$ cat src/rtl/tone_pkg.sv
// ============================================================================
// Module      : tone_pkg
// Description : Note table, state encoding and widths shared by the glider.
// Revision    : 1.0 - initial release
// ============================================================================
`default_nettype none

package tone_pkg;

    localparam int COUNT_W = 32;

    // Half-period counts for a 50 MHz clock, Do5 through Do6
    localparam logic [COUNT_W-1:0] NOTE_COUNT [0:7] = '{
        32'd47801, 32'd42589, 32'd37936, 32'd35816,
        32'd31887, 32'd28409, 32'd25303, 32'd23900
    };

    localparam logic [COUNT_W-1:0] RESET_COUNT = 32'd47801;

    typedef enum logic [0:0] {
        IDLE  = 1'b0,
        GLIDE = 1'b1
    } glide_state_t;

endpackage

`default_nettype wire

$ cat src/rtl/glide_tick.sv
// ============================================================================
// Module      : glide_tick
// Description : GLIDE_PERIOD prescaler producing a registered one-cycle tick.
// Revision    : 1.0 - initial release
// ============================================================================
`default_nettype none

module glide_tick #(
    parameter int unsigned GLIDE_PERIOD = 50_000
) (
    input  logic clk,
    input  logic reset,
    input  logic clr,
    input  logic en,
    output logic tick_o
);

    localparam logic [31:0] c_last = 32'(GLIDE_PERIOD - 1);

    logic [31:0] r_tick;
    logic        r_tick_o;
    logic        w_wrap;

    assign w_wrap = (r_tick == c_last);

    // The pulse is registered, so a step lands one edge after the wrap
    always_ff @(posedge clk or posedge reset) begin
        if (reset) begin
            r_tick   <= '0;
            r_tick_o <= 1'b0;
        end else if (clr) begin
            r_tick   <= '0;
            r_tick_o <= 1'b0;
        end else if (en) begin
            r_tick   <= w_wrap ? '0 : r_tick + 32'd1;
            r_tick_o <= w_wrap;
        end else begin
            r_tick_o <= 1'b0;
        end
    end

    assign tick_o = r_tick_o;

endmodule

`default_nettype wire

$ cat src/rtl/note_count_glider.sv
// ============================================================================
// Module      : note_count_glider
// Description : Maps note requests to divider counts, jumping or gliding.
// Revision    : 1.0 - initial release
// ============================================================================
`default_nettype none

module note_count_glider
    import tone_pkg::*;
#(
    parameter int unsigned          CLK_HZ       = 50_000_000,
    parameter int unsigned          GLIDE_PERIOD = 50_000,
    parameter logic [COUNT_W-1:0]   GLIDE_STEP   = 32'd64
) (
    input  logic               inclk,
    input  logic               reset,
    input  logic [2:0]         note_sel,
    input  logic               note_valid,
    input  logic               glide_en,
    output logic               note_ready,
    output logic [COUNT_W-1:0] div_clk_count,
    output logic               count_changed,
    output logic               gliding
);

    if ((CLK_HZ == 0) || (GLIDE_PERIOD == 0) || (GLIDE_STEP == '0)) begin : g_param_check
        $error("note_count_glider: CLK_HZ, GLIDE_PERIOD and GLIDE_STEP must be nonzero");
    end

    glide_state_t       r_state;
    glide_state_t       w_next_state;
    logic [COUNT_W-1:0] r_cur;
    logic [COUNT_W-1:0] r_tgt;
    logic               r_changed;

    logic [COUNT_W-1:0] w_tbl;
    logic               w_accept;
    logic               w_jump;
    logic               w_start;
    logic               w_tick;
    logic               w_step;
    logic               w_up;
    logic [COUNT_W-1:0] w_diff;
    logic [COUNT_W-1:0] w_delta;
    logic [COUNT_W-1:0] w_stepped;

    assign w_tbl    = NOTE_COUNT[note_sel];
    assign w_accept = note_valid && (r_state == IDLE);
    // A glide toward the current value would never take a step, so treat it as a jump
    assign w_jump   = w_accept && (!glide_en || (w_tbl == r_cur));
    assign w_start  = w_accept && !w_jump;
    assign w_step   = (r_state == GLIDE) && w_tick;

    assign w_up      = (r_tgt >= r_cur);
    assign w_diff    = w_up ? (r_tgt - r_cur) : (r_cur - r_tgt);
    assign w_delta   = (w_diff < GLIDE_STEP) ? w_diff : GLIDE_STEP;
    assign w_stepped = w_up ? (r_cur + w_delta) : (r_cur - w_delta);

    glide_tick #(
        .GLIDE_PERIOD (GLIDE_PERIOD)
    ) u_glide_tick (
        .clk    (inclk),
        .reset  (reset),
        .clr    (w_start),
        .en     (r_state == GLIDE),
        .tick_o (w_tick)
    );

    always_ff @(posedge inclk or posedge reset) begin
        if (reset) begin
            r_state <= IDLE;
        end else begin
            r_state <= w_next_state;
        end
    end

    always_comb begin
        w_next_state = r_state;
        case (r_state)
            IDLE:    if (w_start) w_next_state = GLIDE;
            GLIDE:   if (w_step && (w_stepped == r_tgt)) w_next_state = IDLE;
            default: w_next_state = IDLE;
        endcase
    end

    always_comb begin
        note_ready = 1'b0;
        gliding    = 1'b0;
        case (r_state)
            IDLE:    note_ready = 1'b1;
            GLIDE:   gliding    = 1'b1;
            default: note_ready = 1'b1;
        endcase
    end

    always_ff @(posedge inclk or posedge reset) begin
        if (reset) begin
            r_cur     <= RESET_COUNT;
            r_tgt     <= RESET_COUNT;
            r_changed <= 1'b0;
        end else begin
            r_changed <= 1'b0;
            if (w_accept) begin
                r_tgt <= w_tbl;
            end
            if (w_jump) begin
                r_cur     <= w_tbl;
                r_changed <= (w_tbl != r_cur);
            end else if (w_step) begin
                r_cur     <= w_stepped;
                r_changed <= 1'b1;
            end
        end
    end

    assign div_clk_count = r_cur;
    assign count_changed = r_changed;

endmodule

`default_nettype wire

$ cat config.mk
export PLATFORM = sky130hd
export DESIGN_NAME = note_count_glider
export DESIGN_NICKNAME = d
export VERILOG_FILES = /design/src/rtl/tone_pkg.sv /design/src/rtl/glide_tick.sv /design/src/rtl/note_count_glider.sv
export SDC_FILE = /design/constraint.sdc
export NUM_CORES = 1
export LEC_CHECK = 0
export ABC_CLOCK_PERIOD_IN_PS = 9100
export CORE_MARGIN = 10
export CORE_UTILIZATION = 54
export DETAILED_ROUTE_END_ITERATION = 6
export GPL_ROUTABILITY_DRIVEN = 0
export PLACE_DENSITY = 0.83
export SLEW_MARGIN = 20
export SYNTH_ARGS = -nofsm -noshare
export SYNTH_HDL_FRONTEND = slang
export SYNTH_SLANG_ARGS = --single-unit
export TNS_END_PERCENT = 30
$ cat constraint.sdc
create_clock -name inclk -period 9.1 [get_ports inclk]
set_clock_uncertainty 0.1 [all_clocks]
set_input_delay 0.91 -clock inclk [delete_from_list [all_inputs] [get_ports inclk]]
set_output_delay 0.91 -clock inclk [all_outputs]
set_load 0.03 [all_outputs]
==> summary.txt, run 1 <==
Critical path
  • CP required: roughly 9 ns
  • Worst-case reg-to-reg path depth: 28
  • Critical Path End Type: flip-flop
  • Terminus of the critical flop-to-flop path: r_state$_DFF_PP0_
  • Worst path max stage delay: 0.63 ns
  • CP max FO: 14
  • Crit path launch: div_clk_count[11]$_DFFE_PP1P_
  • Worst Setup Start Kind: flip-flop
  • Setup crit end: r_state$_DFF_PP0_
  • Worst path slowest cell: o41ai_1
  • Worst flop-to-flop path startpoint: div_clk_count[11]$_DFFE_PP1P_
  • WS Path Type: reg2reg
  • Crit path DAT: 8.82 ns
  • Worst R2R Setup Slack: about 0.37 ns
  • Cell mode on critical path: ha_1

Power
  • PwrDens: 239 mW/mm²
  • Lkg Pwr: 4.08 nW
  • Total power draw: roughly 2.3 mW
  • Max IR drop VDD: between 0.1 and 0.15 mV

Outcome
  • Status: finished clean

Routing
  • Post-Route WL: roughly 28 mm
  • First-pass DRT Iterations: 6
  • Violation count after the first detailed-route iteration: between 900 and 1k
  • Drt drc: 0
  • Via density per instance: between 6 and 7
  • Via count: between 8k and 9k
  • Routed wire per std cell: 20.4 µm
  • Antenna-violating nets left: 0

Yosys
  • Multiplexer area fraction after synthesis: 0.0145
  • Primary FF master, synth: dfrtp_1
  • Synth Area in Simple Gates: 0.222
  • Cell count after synthesis: 1,118
  • Synth Area in Compound Gates: 0.272
  • YS warnings: 0
  • Synth Register Bits: 82
  • Yosys cell types: 86
  • Largest family of logic cells by synthesized area: compound AO/OA/AOI/OAI gates
  • Synth Area per Inst: 7.85 µm²
  • Post-synth EDFFs: 0
  • Post-Synth Adder-Cell Area: 0.109
  • XOR/XNOR Fraction of Synth Area: 0.0889
  • Synthesized area: approximately 0.0088 mm²
  • Synthesized Nets: between 1k and 1.5k
  • Asr flop ratio synth: 1.00
  • Part of the Yosys area used for sequential elements: 0.236

STA
  • RSZ-0062 raised after global routing: no
  • Max transition margin: 0.242
  • Post-layout min period: around 8.7 ns
  • Final setup viols: 0
  • F_max: 115 MHz
  • Setup TNS: 0 ns
  • Worst Tran Pin Value: between 1 and 1.5 ns
  • Max Slew Vio Count: 0
  • Final hold vios: 0
  • Period utilisation layout: 0.959

Placed design
  • # port buffers: between 40 and 50
  • HPWL after detailed placement: about 21 mm

Floorplanning
  • Ports: 42
  • Die H: between 100 and 150 µm
  • Die Width: about 150 µm
  • Total die area: around 0.022 mm²
  • CORE AREA: 0.0159 mm²
  • Std-Cell Rows: 46
  • Starting density of the core: 0.553

Global routing
  • First-pass GRT wire length: roughly 44 mm
  • Overflow after GRT: 0
  • Antenna violations before repair: 0
  • Vias in the first global route: ~8.5k
  • Largest net degree at the start of global routing: a little over 80
  • GRT Util Overall: 0.248

Clocking
  • CTS tree: built
  • Htree depth: 3
  • CTS Root Cell: clkbuf_16
  • Setup bufs post-CTS: 0
  • Clock Path Buffers: 2
  • CTS Buf Count: 9
  • Clk slew on worst S/H paths: roughly 0.070 ns
  • Skew-Pair Late Insertion Delay: 0.36 ns
  • Clock tree sinks: between 80 and 90

Finish
  • Final Core Density: 0.609
  • # diodes: 0
  • Commonest cells after routing, fill and taps aside: nand2_1 (108), a21oi_1 (93), o21ai_0 (91)
  • Commonest non-fill, non-tap cell in the layout: nand2_1
  • Layout cell share with drive strength beyond 1: 0.0784
  • Final Net Count: between 1k and 1.5k
  • Area growth from synthesis to layout: 10.1%
  • Fillers: around 1.4k

Flow run
  • Max_cap viols: 0

Min path
  • HP Class: reg2reg
## area by class of cell
cell class,instances,area [µm²],share of cell area
Clock buffer,12,278,0.0287
Inverter,65,245,0.0254
Tap cell,216,270,0.0280
Clock inverter,4,31.3,0.00323
Timing Repair Buffer,61,564,0.0584
Sequential cell,82,2080,0.215
Multi-Input combinational cell,911,6200,0.642
## kinds of logic (layout without fill, tap and decap cells)
| kind of cell | count (synthesis) | count (layout) |
|---|---|---|
| fa+ha+maj | 75 | 75 |
| xor+xnor | 86 | 86 |
| mux | 12 | 12 |
| compound gates | 354 | 354 |
| simple gates | 384 | 384 |
| flops | 82 | 82 |
| buf+inv | 125 | 142 |
## flip-flops by register name (all words and copies together) (netlist names)
register	cells
u_glide_tick.tick_o	1
div_clk_count	32
count_changed	1
r_state	1
r_tgt	15
u_glide_tick.r_tick	32
## per-stage QoR
step	std cells	instance area, µm²	hold slack [ns]	worst slack, ns
after floorplan	1118	8780	0.350	1.55
after global placement	1335	9350	0.381	0.733
after detailed placement	1335	9350	0.392	0.491
after CTS	1351	9660	0.418	0.472
after global routing	1351	9670	0.436	0.0174
final	1351	9670	0.417	0.370
## worst min path at each step
stage	startpoint	to	cells after the start
3_3_place_gp	u_glide_tick.r_tick[9]$_DFFE_PP0P_	u_glide_tick.r_tick[9]$_DFFE_PP0P_	1
3_5_place_dp	u_glide_tick.r_tick[9]$_DFFE_PP0P_	u_glide_tick.r_tick[9]$_DFFE_PP0P_	1
2_1_floorplan	u_glide_tick.r_tick[9]$_DFFE_PP0P_	u_glide_tick.r_tick[9]$_DFFE_PP0P_	1
5_1_grt	u_glide_tick.r_tick[9]$_DFFE_PP0P_	u_glide_tick.r_tick[9]$_DFFE_PP0P_	1
6_report	r_tgt[9]$_DFFE_PP1P_	r_tgt[9]$_DFFE_PP1P_	2
4_1_cts	u_glide_tick.r_tick[9]$_DFFE_PP0P_	u_glide_tick.r_tick[9]$_DFFE_PP0P_	1
## report_power, final
part           total [mW]  leakage [nW]  switching, mW  internal [mW]
logic                1.36          2.93          0.837          0.523
registers           0.572         0.991          0.123          0.450
clock network       0.377         0.150          0.160          0.218
## per-layer routing
layer  global-route usage  wire length, µm
met1                0.313            10800
met2                0.392            12500
met3               0.0455             2820
met4                0.136             1470
met5                    0                0
## critical path, delay by kind of cell (launching register included)
| family | cells | cell delay, ns |
|---|---|---|
| buffers and inverters | 1 | 0.07 |
| xor gates and xnor gates | 1 | 0.19 |
| and+or+nand+nor | 12 | 3.13 |
| DFF | 1 | 0.62 |
| adders and majority gates | 3 | 1.04 |
| AOI/OAI and AO/OA | 11 | 3.41 |
## synthesized netlist by cell type (4+ instances only)
cell / count / share of area
a211oi_1: 16 / 0.014
a21boi_0: 6 / 0.0051
a21o_1: 31 / 0.027
a21oi_1: 93 / 0.053
a221o_1: 5 / 0.0057
a22oi_1: 4 / 0.0034
a31oi_1: 8 / 0.0057
and2_1: 8 / 0.0057
and3_1: 8 / 0.0057
and4_1: 4 / 0.0040
buf_2: 8 / 0.0046
clkbuf_1: 44 / 0.019
dfrtp_1: 63 / 0.18
dfstp_2: 19 / 0.057
ha_1: 72 / 0.10
inv_1: 65 / 0.028
mux2i_1: 8 / 0.0091
nand2_1: 108 / 0.046
nand2b_1: 12 / 0.0085
nand3_1: 37 / 0.021
nand4_1: 19 / 0.014
nand4b_1: 6 / 0.0060
nor2_1: 90 / 0.038
nor2b_1: 6 / 0.0043
nor3_1: 19 / 0.011
nor4_1: 17 / 0.012
nor4b_1: 4 / 0.0040
o2111ai_1: 4 / 0.0040
o211ai_1: 12 / 0.010
o21a_1: 7 / 0.0060
o21ai_0: 91 / 0.052
o221ai_1: 11 / 0.011
o22ai_1: 4 / 0.0028
o31ai_1: 9 / 0.0077
o41a_1: 12 / 0.015
or2_2: 5 / 0.0036
or3_1: 18 / 0.013
or4_1: 4 / 0.0034
xnor2_1: 45 / 0.045
xor2_1: 39 / 0.039
## timing repair
| action | CTS | global route |
|---|---|---|
| hold buffers | 0 | 0 |
| gates resized for setup | 0 | 1 |
| endpoints found under the setup margin | 0 | 1 |
No activity file was read; power rests on OpenSTA's default activity.
==> run 2: changes to the inputs <==
--- a/config.mk
+++ b/config.mk
@@ -8,6 +8,7 @@
 export ABC_CLOCK_PERIOD_IN_PS = 9100
 export CORE_MARGIN = 10
 export CORE_UTILIZATION = 54
+export CTS_BUF_LIST = sky130_fd_sc_hd__clkbuf_8
 export DETAILED_ROUTE_END_ITERATION = 6
 export GPL_ROUTABILITY_DRIVEN = 0
 export PLACE_DENSITY = 0.83
==> summary.txt, run 2 (same netlist as run 1, synthesis figures left out) <==
Placed design
  • Dpl ws: a little under 0.5 ns
  • HPWL after detailed placement: ~21 mm
  • # port buffers: slightly above 40

Routing
  • Antenna-violating nets left: 0
  • First-pass DRT Iterations: 6
  • Routed wire per std cell: roughly 20 µm
  • Drt drc: 0
  • Via density per instance: around 6.6
  • Via count: about 9.0k
  • Post-Route WL: between 20 and 30 mm
  • Violation count after the first detailed-route iteration: 971

Clocking
  • Skew-Pair Late Insertion Delay: 0.39 ns
  • Clk slew on worst S/H paths: around 0.080 ns
  • Post-cts resize count: 0
  • Htree depth: 3
  • CTS Buf Count: 9
  • Clock Path Buffers: 2
  • CTS Root Cell: clkbuf_8
  • CTS hold repair buffers: 0
  • Clock tree sinks: approximately 80
  • Setup bufs post-CTS: 0
  • CTS tree: built

Global routing
  • Largest net degree at the start of global routing: 83
  • Overflow after GRT: 0
  • First-pass GRT wire length: between 40 and 50 mm
  • Antenna violations before repair: 0
  • Vias in the first global route: approximately 8.5k
  • GRT Util Overall: 0.246

Power
  • Total power draw: ~2.2 mW
  • Lkg Pwr: about 4.0 nW
  • Clock network fraction of total power: 0.130
  • Max IR drop VDD: around 0.11 mV
  • PwrDens: about 230 mW/mm²
  • Combinational share of power: 0.613
  • Flop pwr share: 0.257
  • Switching pwr: ~1.1 mW
  • Internal power: between 1 and 1.5 mW
  • Switching Fraction: 0.498

Critical path
  • Worst path slowest cell: dfstp_2
  • CP top delay family: compound AO/OA/AOI/OAI gates
  • WS Path Type: reg2reg
  • Worst Setup Start Kind: flip-flop
  • Crit path DAT: about 9 ns
  • CP required: between 9 and 10 ns
  • Worst R2R Setup Slack: around 0.47 ns
  • Critical Path End Type: flip-flop
  • Worst path max stage delay: between 0.6 and 0.7 ns
  • CP max FO: 14
  • Crit path buffers/inverters: 2

Finish
  • Commonest cells after routing, fill and taps aside: nand2_1 (108), a21oi_1 (93), o21ai_0 (91)
  • Commonest non-fill, non-tap cell in the layout: nand2_1
  • Area growth from synthesis to layout: 9.11%
  • Final Net Count: 1,212
  • Layout cell share with drive strength beyond 1: 0.0793
  • # diodes: 0

Floorplanning
  • Die Width: around 150 µm
  • Std-Cell Rows: 46
  • Total die area: around 0.022 mm²
  • CORE AREA: roughly 0.016 mm²
  • Die H: approximately 150 µm
  • Ports: 42
  • Starting density of the core: 0.553

STA
  • Period utilisation layout: 0.948
  • Max transition margin: 0.237
  • Post-layout min period: around 8.6 ns
  • Worst Tran Pin Value: ~1.1 ns
  • PnR worst setup slack: 0.472 ns
  • F_max: between 100 and 150 MHz
  • Setup TNS: 0 ns
  • Max Slew Vio Count: 0
  • Final hold vios: 0
  • Final setup viols: 0
  • RSZ-0062 raised after global routing: no

Outcome
  • Status: finished clean

Min path
  • HP Class: reg2reg

Flow run
  • Max_cap viols: 0
## run 2: cell count changes in the layout (fill, tap and decap cells not counted)
cell	previous run	this run
o41ai_1	2	1
bufinv_16	0	1
clkbuf_16	10	0
clkbuf_8	2	11
o41ai_2	1	2
## run 2: final cells by class
class                           instances  area, µm²
Timing Repair Buffer                   61        564
Inverter                               65        245
Clock buffer                           11        151
Sequential cell                        82       2080
Clock inverter                          5       61.3
Fill cell                            1438       6300
Multi-Input combinational cell        911       6210
Tap cell                              216        270
## run 2: worst reg2reg max path, delay by kind of cell (launching register included)
kind	cells	cell delay, ns
AO/OA/AOI/OAI	13	3.67
AND/OR/NAND/NOR	10	2.64
adder cells (fa/ha/maj)	3	1.24
flip-flops	1	0.63
buffers and inverters	2	0.18
## run 2: per-layer routing
layer	share of wire	GRT usage	vias to the layer above
met1	0.40	0.311	4174
met2	0.45	0.389	537
met4	0.056	0.134	0
met5	0	0	-
met3	0.099	0.0464	128
li1	-	-	4131
## run 2: path summary, 6_finish.rpt
path,start,to,depth (start not counted)
max in group asynchronous,reset,div_clk_count[8]$_DFFE_PP0P_,3
setup / recovery,div_clk_count[11]$_DFFE_PP1P_,r_state$_DFF_PP0_,28
min in group asynchronous,reset,u_glide_tick.r_tick[11]$_DFFE_PP0P_,3
setup reg to reg,div_clk_count[11]$_DFFE_PP1P_,r_state$_DFF_PP0_,28
hold / removal,u_glide_tick.r_tick[9]$_DFFE_PP0P_,u_glide_tick.r_tick[9]$_DFFE_PP0P_,1
hold reg to reg,u_glide_tick.r_tick[9]$_DFFE_PP0P_,u_glide_tick.r_tick[9]$_DFFE_PP0P_,1
## run 2: metrics by stage
step	std cells	hold WS [ns]	cell area (µm²)	utilization
floorplan	1118	0.350	8780	-
global placement	1335	0.381	9350	0.589
detailed placement	1335	0.392	9350	0.589
CTS	1351	0.405	9560	0.602
global route	1351	0.424	9580	0.603
finish	1351	0.409	9580	0.603
## run 2: power by group through the flow
stage	Clock [mW]	Sequential (mW)	Combinational, mW
after detailed placement	0	0.571	1.30
after CTS	0.293	0.565	1.31
after global routing	0.304	0.582	1.47
after global placement	0	0.568	1.29
after floorplan	0	0.585	0.914
final	0.289	0.571	1.36
==> run 3: changes to the inputs <==
--- a/config.mk
+++ b/config.mk
@@ -5,7 +5,7 @@
 export SDC_FILE = /design/constraint.sdc
 export NUM_CORES = 1
 export LEC_CHECK = 0
-export ABC_CLOCK_PERIOD_IN_PS = 9100
+export ABC_CLOCK_PERIOD_IN_PS = 10450
 export CORE_MARGIN = 10
 export CORE_UTILIZATION = 54
 export CTS_BUF_LIST = sky130_fd_sc_hd__clkbuf_8
==> constraint.sdc (replaced) <==
create_clock -name inclk -period 10.45 [get_ports inclk]
set_clock_uncertainty 0.1 [all_clocks]
set_input_delay 1.045 -clock inclk [delete_from_list [all_inputs] [get_ports inclk]]
set_output_delay 1.045 -clock inclk [all_outputs]
set_load 0.03 [all_outputs]
==> summary.txt, run 3 (same netlist as run 1, synthesis figures left out) <==
Outcome
  • Status: finished clean

Power
  • PwrDens: 203 mW/mm²
  • Combinational share of power: 0.600
  • Internal power: between 0.9 and 1 mW
  • Switching Fraction: 0.498
  • Clock network fraction of total power: 0.138
  • Total power draw: between 1.5 and 2 mW
  • Switching pwr: 0.959 mW
  • Max IR drop VDD: about 0.12 mV
  • Lkg Pwr: roughly 4.0 nW
  • Flop pwr share: 0.261

STA
  • PnR worst setup slack: between 1 and 1.5 ns
  • Period utilisation layout: 0.870
  • Max Slew Vio Count: 0
  • Post-layout min period: slightly above 9 ns
  • RSZ-0062 raised after global routing: no
  • Final setup viols: 0
  • Max transition margin: 0.250
  • Setup TNS: 0 ns
  • F_max: 110 MHz
  • Worst Tran Pin Value: 1.12 ns
  • Min Hold Slack: about 0.40 ns
  • Final hold vios: 0

Critical path
  • CP max FO: 21
  • Crit path DAT: 9.25 ns
  • CP required: about 11 ns
  • Worst Setup Start Kind: flip-flop
  • Worst path max stage delay: slightly below 0.8 ns
  • Critical Path End Type: flip-flop
  • WS Path Type: reg2reg
  • Worst path slowest cell: nor4b_1

Routing
  • Drt drc: 0
  • First-pass DRT Iterations: 7
  • Antenna-violating nets left: 0
  • Routed wire per std cell: 20.3 µm
  • Via density per instance: about 6.7
  • Post-Route WL: between 20 and 30 mm
  • Violation count after the first detailed-route iteration: just over 900
  • Via count: 8,952

Finish
  • Commonest non-fill, non-tap cell in the layout: nand2_1
  • Final Net Count: 1,201
  • # diodes: 0
  • Commonest cells after routing, fill and taps aside: nand2_1 (108), a21oi_1 (93), o21ai_0 (91)
  • Post-Layout Cell Count: 1,340
  • Area growth from synthesis to layout: 8.24%
  • Finished Cell Area: approximately 0.0095 mm²
  • Final Core Density: 0.598
  • Layout cell share with drive strength beyond 1: 0.0694

Floorplanning
  • Die Width: 148 µm
  • Starting density of the core: 0.553
  • Die H: between 100 and 150 µm
  • Ports: between 40 and 50
  • CORE AREA: ~0.016 mm²
  • Total die area: about 0.022 mm²
  • Std-Cell Rows: 46

Clocking
  • CTS tree: built
  • CTS Buf Count: 9
  • CTS hold repair buffers: 0
  • Clk slew on worst S/H paths: about 0.1 ns
  • CTS Root Cell: clkbuf_8
  • Setup bufs post-CTS: 0
  • Htree depth: 3
  • Clock Path Buffers: 2
  • Clock tree sinks: between 80 and 90
  • Post-cts resize count: 0
  • Skew-Pair Late Insertion Delay: about 0.39 ns

Flow run
  • Max_cap viols: 0

Placed design
  • Post-DP Area: around 0.0093 mm²
  • Dpl ws: approximately 1.2 ns
  • Placed Cells: ~1.3k
  • # port buffers: 41
  • HPWL after detailed placement: 20.4 mm

Global routing
  • GRT Util Overall: 0.244
  • Antenna violations before repair: 0
  • Largest net degree at the start of global routing: 83
  • Vias in the first global route: 8,350
  • Overflow after GRT: 0
  • First-pass GRT wire length: about 44 mm

Min path
  • HP Class: reg2reg
-- run 3: cell count changes in the layout (fill, tap and decap cells not counted) --
cell,change
inv_4,-1
a31o_2,-1
clkinv_2,+1
nor2_2,+1
clkinvlp_4,-1
o41ai_1,+1
bufinv_16,+1
a31o_1,+1
nor2_1,-1
o41ai_2,-1
inv_6,+2
buf_4,-11
clkbuf_8,-2
-- run 3: area by class of cell --
type / count / area (µm²)
well taps: 216 / 270
clock inverters: 7 / 100
repair buffers: 50 / 482
clock buffers: 9 / 124
inverters: 65 / 245
fillers: 1418 / 6380
flip-flops and latches: 82 / 2080
multi-input cells: 911 / 6210
-- run 3: path summary, 6_finish.rpt --
path,start,endpoint,slack [ns],depth (start not counted)
max,div_clk_count[0]$_DFFE_PP1P_,r_state$_DFF_PP0_,1.36,32
min,u_glide_tick.r_tick[9]$_DFFE_PP0P_,u_glide_tick.r_tick[9]$_DFFE_PP0P_,0.40,1
max reg2reg,div_clk_count[0]$_DFFE_PP1P_,r_state$_DFF_PP0_,1.36,32
min reg2reg,u_glide_tick.r_tick[9]$_DFFE_PP0P_,u_glide_tick.r_tick[9]$_DFFE_PP0P_,0.40,1
max in group asynchronous,reset,div_clk_count[23]$_DFFE_PP0P_,8.63,3
min in group asynchronous,reset,u_glide_tick.r_tick[12]$_DFFE_PP0P_,1.07,3
-- run 3: power by group through the flow --
stage | logic [mW] | registers (mW) | clock network [mW]
CTS | 1.12 | 0.497 | 0.270
finish | 1.16 | 0.503 | 0.266
floorplan | 0.796 | 0.509 | 0
detailed placement | 1.11 | 0.503 | 0
global placement | 1.09 | 0.500 | 0
global route | 1.24 | 0.514 | 0.284
-- run 3: routing by layer --
metal | up-vias | GRT usage | wire length [µm]
li1 | 4093 | - | -
met1 | 4269 | 0.312 | 11200
met2 | 480 | 0.392 | 12400
met3 | 110 | 0.0415 | 2370
met4 | 0 | 0.114 | 1210
met5 | - | 0 | 0
-- run 3: worst max-delay path, delay by kind of cell (launching register included) --
kind                       cells  cell delay, ns
AOI/OAI and AO/OA              8            2.06
DFF                            1            0.61
muxes                          1            0.31
buffers and inverters          3            0.54
adders and majority gates      4            1.23
xor gates and xnor gates       1            0.19
and+or+nand+nor               15            3.88
